[src/rtl/tetris_input_conditioner_pkg.sv]
// Shared definitions for the tetris button conditioner: button indices,
// channel count and the per-channel auto-repeat state encoding.
package tetris_pkg;

  localparam int BTN_RIGHT  = 0;
  localparam int BTN_LEFT   = 1;
  localparam int BTN_ROTATE = 2;
  localparam int BTN_START  = 3;
  localparam int BTN_DROP   = 4;

  localparam int NBTN = 5;

  typedef enum logic [1:0] {
    REP_IDLE,
    REP_DELAY,
    REP_RATE
  } rep_state_t;

endpackage

[src/rtl/tetris_input_conditioner_btn_channel.sv]
// One button channel: 2-flop synchronizer, debounce filter, press pulse and,
// when TETRIS_AUTO_REPEAT_EN is defined and REPEAT_EN is set, hold-to-repeat.
module btn_channel
  import tetris_pkg::*;
#(
  parameter int DEBOUNCE_CYC = 2,
  parameter int REPEAT_DELAY = 30,
  parameter int REPEAT_RATE  = 10,
  parameter bit REPEAT_EN    = 1'b0
) (
  input  logic hz100,
  input  logic reset,
  input  logic btn_raw,
  output logic btn_level,
  output logic btn_pulse,
  output logic btn_pulse_d
);

  localparam int DW = $clog2(DEBOUNCE_CYC + 1);

  logic [1:0]    sync_q;
  logic          s;
  logic [DW-1:0] dcnt_q, dcnt_d;
  logic          level_q, level_d;
  logic          pulse_q, pulse_d;
  logic          press;
  logic          rep_pulse;

  assign s = sync_q[1];

  always_ff @(posedge hz100 or posedge reset) begin
    if (reset) begin
      sync_q  <= 2'b00;
      dcnt_q  <= '0;
      level_q <= 1'b0;
      pulse_q <= 1'b0;
    end else begin
      sync_q  <= {sync_q[0], btn_raw};
      dcnt_q  <= dcnt_d;
      level_q <= level_d;
      pulse_q <= pulse_d;
    end
  end

  // The level only flips after s has disagreed with it for DEBOUNCE_CYC samples.
  always_comb begin
    level_d = level_q;
    dcnt_d  = dcnt_q;
    if (s == level_q) begin
      dcnt_d = '0;
    end else if (dcnt_q == DW'(DEBOUNCE_CYC - 1)) begin
      level_d = s;
      dcnt_d  = '0;
    end else begin
      dcnt_d = dcnt_q + 1'b1;
    end
  end

  assign press = level_d & ~level_q;

`ifdef TETRIS_AUTO_REPEAT_EN
  if (REPEAT_EN) begin : g_rep
    localparam int RMAX = (REPEAT_DELAY > REPEAT_RATE) ? REPEAT_DELAY : REPEAT_RATE;
    localparam int RW   = (RMAX > 1) ? $clog2(RMAX) : 1;

    rep_state_t    state_q, state_d;
    logic [RW-1:0] rcnt_q, rcnt_d;
    logic          rep_d;

    always_ff @(posedge hz100 or posedge reset) begin
      if (reset) begin
        state_q <= REP_IDLE;
        rcnt_q  <= '0;
      end else begin
        state_q <= state_d;
        rcnt_q  <= rcnt_d;
      end
    end

    // A release seen on the same edge as a due repeat suppresses that repeat.
    always_comb begin
      state_d = state_q;
      rcnt_d  = rcnt_q;
      rep_d   = 1'b0;
      if (!level_d) begin
        state_d = REP_IDLE;
        rcnt_d  = '0;
      end else begin
        case (state_q)
          REP_IDLE: begin
            if (press) begin
              state_d = REP_DELAY;
              rcnt_d  = '0;
            end
          end
          REP_DELAY: begin
            if (rcnt_q == RW'(REPEAT_DELAY - 1)) begin
              rep_d   = 1'b1;
              rcnt_d  = '0;
              state_d = REP_RATE;
            end else begin
              rcnt_d = rcnt_q + 1'b1;
            end
          end
          REP_RATE: begin
            if (rcnt_q == RW'(REPEAT_RATE - 1)) begin
              rep_d  = 1'b1;
              rcnt_d = '0;
            end else begin
              rcnt_d = rcnt_q + 1'b1;
            end
          end
          default: begin
            state_d = REP_IDLE;
            rcnt_d  = '0;
          end
        endcase
      end
    end

    assign rep_pulse = rep_d;
  end else begin : g_norep
    assign rep_pulse = 1'b0;
  end
`else
  // Repeat settings are accepted for interface compatibility but have no effect here.
  if (REPEAT_EN && (REPEAT_DELAY > 0) && (REPEAT_RATE > 0)) begin : g_rep_off
    assign rep_pulse = 1'b0;
  end else begin : g_norep
    assign rep_pulse = 1'b0;
  end
`endif

  assign pulse_d     = press | rep_pulse;
  assign btn_level   = level_q;
  assign btn_pulse   = pulse_q;
  assign btn_pulse_d = pulse_d;

endmodule

[src/rtl/tetris_input_conditioner.sv]
// Push-button conditioner for the tetris game: NBTN independent channels plus a
// registered any_pulse. Define TETRIS_AUTO_REPEAT_EN to build hold-to-repeat.
module tetris_input_conditioner #(
  parameter int              NBTN         = tetris_pkg::NBTN,
  parameter int              DEBOUNCE_CYC = 2,
  parameter int              REPEAT_DELAY = 30,
  parameter int              REPEAT_RATE  = 10,
  parameter logic [NBTN-1:0] REPEAT_MASK  = 5'b00011
) (
  input  logic            hz100,
  input  logic            reset,
  input  logic [NBTN-1:0] btn_raw,
  output logic [NBTN-1:0] btn_level,
  output logic [NBTN-1:0] btn_pulse,
  output logic            any_pulse
);

  logic [NBTN-1:0] pulse_d;
  logic            any_q;

  for (genvar i = 0; i < NBTN; i++) begin : g_ch
    btn_channel #(
      .DEBOUNCE_CYC(DEBOUNCE_CYC),
      .REPEAT_DELAY(REPEAT_DELAY),
      .REPEAT_RATE (REPEAT_RATE),
      .REPEAT_EN   (REPEAT_MASK[i])
    ) u_ch (
      .hz100      (hz100),
      .reset      (reset),
      .btn_raw    (btn_raw[i]),
      .btn_level  (btn_level[i]),
      .btn_pulse  (btn_pulse[i]),
      .btn_pulse_d(pulse_d[i])
    );
  end

  // Registered from the channels' next-pulse terms so it lines up with btn_pulse.
  always_ff @(posedge hz100 or posedge reset) begin
    if (reset) begin
      any_q <= 1'b0;
    end else begin
      any_q <= |pulse_d;
    end
  end

  assign any_pulse = any_q;

endmodule

[config.mk]
export PLATFORM = sky130hd
export DESIGN_NAME = tetris_input_conditioner
export DESIGN_NICKNAME = d
export VERILOG_FILES = /design/src/rtl/tetris_input_conditioner_pkg.sv /design/src/rtl/tetris_input_conditioner_btn_channel.sv /design/src/rtl/tetris_input_conditioner.sv
export SDC_FILE = /design/constraint.sdc
export NUM_CORES = 1
export LEC_CHECK = 0
export ABC_AREA = 1
export CAP_MARGIN = 5
export CORE_ASPECT_RATIO = 0.7
export CORE_MARGIN = 4
export CORE_UTILIZATION = 43
export CTS_CLUSTER_DIAMETER = 150
export DETAILED_ROUTE_END_ITERATION = 10
export PLACE_DENSITY = 0.66
export SETUP_SLACK_MARGIN = 0.15
export SLEW_MARGIN = 15
export SYNTH_ARGS = -nofsm -noshare
export SYNTH_HDL_FRONTEND = slang
export SYNTH_SLANG_ARGS = --single-unit
[constraint.sdc]
create_clock -name hz100 -period 1.27 [get_ports hz100]
set_input_delay 0.381 -clock hz100 [delete_from_list [all_inputs] [get_ports hz100]]
set_output_delay 0.381 -clock hz100 [all_outputs]
set_load 0.05 [all_outputs]
==> results of run 1 <==
kinds of logic (layout without fill, tap and decap cells):
kind of cell | count (synthesis) | after routing | synth area share, %
buf+inv | 23 | 47 | 11.04
simple gates | 33 | 33 | 13.71
compound gates | 5 | 5 | 2.229
flops | 31 | 31 | 69.12
xor+xnor | 5 | 5 | 3.902
report_power, final:
| group | internal [mW] | switching, mW | total, mW |
|---|---|---|---|
| sequential | 1.22 | 0.202 | 1.42 |
| clock | 0.493 | 0.321 | 0.815 |
| combinational | 0.809 | 0.843 | 1.65 |
what timing repair did:
| item | CTS | global route |
|---|---|---|
| pin swaps | 0 | 0 |
| buffers inserted | 5 | 3 |
| endpoints found under the setup margin | 11 | 11 |
| gates resized for setup | 4 | 0 |
cells in the mapped netlist:
cell type  instances
dfrtp_1           31
nor2_2             5
a21oi_1            2
nor3_1             3
buf_4             10
inv_1             13
nor2_1            13
nand3_1            1
nand2_1            9
o21ai_0            3
nand3_2            2
xnor2_1            5
per-layer routing:
metal	GRT usage (%)	part of all wire, %	vias up
met2	21.68	55	12
li1	-	-	331
met4	8.442	1.6	0
met3	5.200	4.6	4
met1	11.79	39	333
met5	0	0	-
worst max-delay path by stage:
stage                                 startpoint      endpoint  cells after the start
after floorplan                            reset     any_pulse                      1
after global placement    g_ch[3].u_ch.btn_level  btn_level[3]                      1
after detailed placement  g_ch[4].u_ch.btn_level  btn_level[4]                      1
after CTS                 g_ch[1].u_ch.btn_level  btn_level[1]                      1
after global routing      g_ch[0].u_ch.btn_level  btn_level[0]                      1
final                     g_ch[0].u_ch.btn_level  btn_level[0]                      1
metrics by stage:
stage / utilization, % / setup WS, ns / area, µm² / hold slack (ns) / std cells
final: 62.78 / 0.03583 / 1555 / 0.3467 / 155
after global routing: 62.78 / 0.002718 / 1555 / 0.3561 / 155
after global placement: 56.11 / 0.2930 / 1390 / 0.3328 / 139
after detailed placement: 56.11 / 0.2826 / 1390 / 0.3364 / 139
after floorplan: - / 0.2265 / 1122 / 0.3312 / 97
after CTS: 61.87 / 0.02971 / 1533 / 0.3497 / 152
area by class of cell:
cell class | instances | area (µm²) | share of cell area [%]
multi-input combinational | 43 | 222.7 | 14.32
inverter | 13 | 48.80 | 3.138
sequential | 31 | 780.7 | 50.20
clock buffer | 8 | 100.1 | 6.436
timing repair buffer | 26 | 360.3 | 23.17
tap | 34 | 42.54 | 2.735
flip-flops by register name (all words and copies together), names as in the netlist:
name	flops
g_ch.u_ch.sync_q	10
g_ch.u_ch.btn_pulse	5
any_pulse	1
g_ch.u_ch.dcnt_q	10
g_ch.u_ch.btn_level	5
==> impl_metrics.json, run 1 <==
{
  "run_status": "finished clean",
  "cts_buffers": 5,
  "clock_sinks": 31,
  "routed_wl_um": 1842,
  "maxCapViolCount": 0,
  "n_antenna_cell": 0,
  "rows": 15,
  "cp.arrival_ns": 0.85,
  "htreeDepth": 2,
  "ant_nets": 0,
  "grt_max_degree": 32,
  "layout_commonest_cell": "dfrtp_1",
  "worstPathMaxFanout": 2,
  "crit_chain": "buf_12",
  "postSynthCellCount": 97,
  "yosysWarnings": 0,
  "vias": 680,
  "gp_congestion": 0.7451,
  "drt_iter0_markers": 12,
  "r2r_cells": 7,
  "slowest_delay_ns": 0.42,
  "hold_viol_final": 0,
  "fin_crit_sh_pct": 97.18,
  "yosysSeqAreaShare_pct": 69.12,
  "die_y_um": 50.75,
  "ff2ff_setup_slack_ns": 0.17,
  "slew_headroom_pct": 86.01,
  "rsz0062_at_grt": "true",
  "viasPerCell": 4.387,
  "clk-insertion-delay-late_ns": 0.27,
  "grt_pass1_wl_um": 3174,
  "finalSetupViolations": 0,
  "tightest_slew_ns": 0.2082,
  "fin_setup_tns_ns": 0,
  "syn_area_per_cell_um2": 11.57,
  "min_path_type": "flop to flop",
  "die_w_um": 69.06,
  "fin_nets": 127,
  "period_minus_slack_ns": 1.234,
  "antenna_found_initial": 0,
  "io_pins": 18,
  "r2r-end": "any_pulse",
  "clock_skew_ns": 0.004489,
  "cts_buffer_depth": 2,
  "numPortBuffers": 17,
  "cts_tree": "yes",
  "synth_top_area_cell": "dfrtp_1",
  "area_growth_pct": 38.57,
  "power.total_mw": 3.890,
  "synth.distinct_cells": 12,
  "cp-end-kind": "output pin",
  "ir_drop_mv": 1.012,
  "cts-root-buf": "clkbuf_8",
  "route.detailed.drc": 0,
  "path_class": "flop to output pin",
  "regToRegStartpoint": "g_ch[2].u_ch.btn_level",
  "ys_seq_elements": 31,
  "final_cell_mix": "27 x dfrtp_1, 13 x nor2_1, 13 x inv_1",
  "drt_pre_antenna_iters": 4,
  "path_buf_inv": 1,
  "grt_pass1_vias": 730,
  "wl_per_cell_um": 11.88,
  "syn_area_um2": 1122,
  "coreArea_um2": 2477,
  "cellLeakagePower_nw": 0.7468,
  "p_per_area_nw_per_um2": 2501,
  "hold_depth": 0,
  "start_util_pct": 45.30,
  "startpoint_type": "flop",
  "grt_overflow": 0,
  "syn_nets": 104,
  "ys_top_cells_by_area": "dfrtp_1 69%, buf_4 6.7%, inv_1 4.3%",
  "drv_slew": 0,
  "hold_buffers": 0,
  "die_area_um2": 3504,
  "critPathSlowestCell": "dfrtp_1",
  "crit_family": "flip-flops",
  "cp_data_required_time_ns": 0.89,
  "worstHoldEndpoint": "g_ch[2].u_ch.sync_q[1]",
  "synth_top_area_share_pct": 69.12,
  "fill_cells": 196,
  "min-delay-start": "g_ch[2].u_ch.sync_q[0]",
  "clkSlewWorstSetupHoldPaths_ns": 0.06,
  "grtUsageTotal_pct": 12.31,
  "fmaxAchievable_mhz": 810.3,
  "hpwl_um": 1273,
  "layout-drive-gt1-share_pct": 31.40
}
Power figures use the tool's default switching activity.
==> inputs of run 2 (changes only) <==
- CORE_ASPECT_RATIO: 0.7 -> 0.75
==> impl_metrics.json, run 2 (synthesis results as in run 1) <==
{
  "run_status": "complete, but fails checks",
  "violations": "negative setup slack",
  "coreArea_um2": 2384,
  "vias": 656,
  "clock_power_share_pct": 14.7,
  "maxCapViolCount": 0,
  "place_area_um2": 1390,
  "clock_sinks": 31,
  "clkSlewWorstSetupHoldPaths_ns": 0.09,
  "min-delay-start": "g_ch[2].u_ch.sync_q[0]",
  "drv_slew": 0,
  "critPathSlowestCell": "dfrtp_2",
  "cts_buffers": 5,
  "cp_data_required_time_ns": 0.89,
  "r2r-end": "g_ch[4].u_ch.dcnt_q[1]",
  "power_frac_seq_pct": 40.1,
  "cp.arrival_ns": 0.91,
  "grt_overflow": 0,
  "grt_pass1_vias": 674,
  "place_inst": 139,
  "crit_family": "flip-flops",
  "grt_pass1_wl_um": 2925,
  "design_area_um2": 1483,
  "period_minus_slack_ns": 1.293,
  "fin_nets": 124,
  "crit_path_start": "g_ch[1].u_ch.btn_level",
  "wl_per_cell_um": 10.92,
  "p_sw_mw": 1.334,
  "fmaxAchievable_mhz": 773.4,
  "io_pins": 18,
  "fin_crit_sh_pct": 101.8,
  "path_class": "flop to output pin",
  "clk-insertion-delay-late_ns": 0.32,
  "routed_wl_um": 1660,
  "fin_hold_ws_ns": 0.3541,
  "grtUsageTotal_pct": 11.93,
  "die_y_um": 52.25,
  "slew_headroom_pct": 85.00,
  "p_per_area_nw_per_um2": 2376,
  "crit_chain": "buf_12",
  "fin_setup_tns_ns": -0.07375,
  "numPortBuffers": 17,
  "drt_pre_antenna_iters": 2,
  "fill_cells": 187,
  "crit_path_end": "btn_level[1]",
  "ant_nets": 0,
  "area_growth_pct": 32.11,
  "rsz0062_at_grt": "true",
  "cp_num_cells": 1,
  "viasPerCell": 4.316,
  "path_buf_inv": 1,
  "layout_commonest_cell": "dfrtp_1",
  "drt_iter0_markers": 15,
  "route.detailed.drc": 0,
  "rows": 15,
  "ff_latch_area_um2": 780.7,
  "final_cells": 152,
  "cellLeakagePower_nw": 0.7103,
  "worstPathMaxFanout": 2,
  "antenna_found_initial": 0,
  "die_area_um2": 3500,
  "final_util_pct": 62.20,
  "die_w_um": 66.99,
  "clock_skew_ns": 0.01225,
  "cts_tree": "yes",
  "p_int_mw": 2.189,
  "regToRegStartpoint": "g_ch[4].u_ch.btn_level",
  "finalSetupViolations": 6,
  "ir_drop_mv": 1.002,
  "n_antenna_cell": 0,
  "layout-drive-gt1-share_pct": 28.81,
  "htreeDepth": 2,
  "cp-end-kind": "output pin",
  "cts_buffer_depth": 2,
  "ff2ff_setup_slack_ns": 0.27,
  "slowest_delay_ns": 0.44,
  "fin_ws_ns": -0.02291,
  "power.total_mw": 3.523,
  "hpwl_um": 1239,
  "netSwitchingFraction_pct": 37.86,
  "dp_slack_ns": 0.2848,
  "final_cell_mix": "27 x dfrtp_1, 13 x nor2_1, 13 x inv_1",
  "hold_viol_final": 0,
  "grt_max_degree": 32,
  "top_regs": "g_ch.u_ch.dcnt_q: 10 flops, g_ch.u_ch.sync_q: 10 flops",
  "start_util_pct": 47.09,
  "pwr-share-comb_pct": 45.2,
  "gp_congestion": 0.7390,
  "r2r_cells": 3,
  "tightest_slew_ns": 0.2234,
  "multi_input_area_um2": 222.7,
  "min_path_type": "flop to flop",
  "startpoint_type": "flop",
  "cts-root-buf": "clkbuf_4"
}
-- run 2: cell count changes in the layout (fill, tap and decap cells not counted), sizes merged --
cell / previous run / this run
buf: 20 / 17
clkbuf: 8 / 7
clkinv: 0 / 1
-- run 2: power groups by stage --
stage / Combinational (mW) / Clock (mW) / Sequential (mW)
4_1_cts: 1.61 / 0.538 / 1.41
2_1_floorplan: 0.908 / 0 / 1.42
5_1_grt: 1.70 / 0.589 / 1.44
3_5_place_dp: 1.43 / 0 / 1.48
6_report: 1.59 / 0.519 / 1.41
3_3_place_gp: 1.39 / 0 / 1.45
-- run 2: final cells by class --
| cell class | count | area share [%] |
|---|---|---|
| Timing Repair Buffer | 23 | 22.78 |
| Sequential cell | 31 | 52.66 |
| Tap cell | 34 | 2.869 |
| Clock buffer | 7 | 3.038 |
| Inverter | 13 | 3.291 |
| Clock inverter | 1 | 0.3376 |
| Multi-Input combinational cell | 43 | 15.02 |
-- run 2: layer usage --
metal,vias up,share of wire [%],GRT usage (%)
met2,16,52,20.56
li1,322,-,-
met5,-,0,0
met1,318,41,13.24
met4,0,0,3.030
met3,0,7.3,5.794
-- run 2: timing repair --
action,4_1_cts,5_1_grt
hold buffers,0,0
setup endpoints to repair,11,11
pin swaps,0,0
endpoints found under the hold margin,0,0
buffers inserted,5,0
gates cloned,0,0
resized for setup,4,0
-- run 2: how the worst min path moves through the flow --
| stage | to | slack (ns) | cells after the start |
|---|---|---|---|
| final | g_ch[2].u_ch.sync_q[1] | 0.35 | 0 |
| after global routing | g_ch[0].u_ch.sync_q[1] | 0.36 | 0 |
| after CTS | g_ch[2].u_ch.sync_q[1] | 0.36 | 0 |
| after detailed placement | g_ch[2].u_ch.sync_q[1] | 0.33 | 0 |
| after global placement | g_ch[2].u_ch.sync_q[1] | 0.33 | 0 |
| after floorplan | g_ch[0].u_ch.sync_q[1] | 0.33 | 0 |
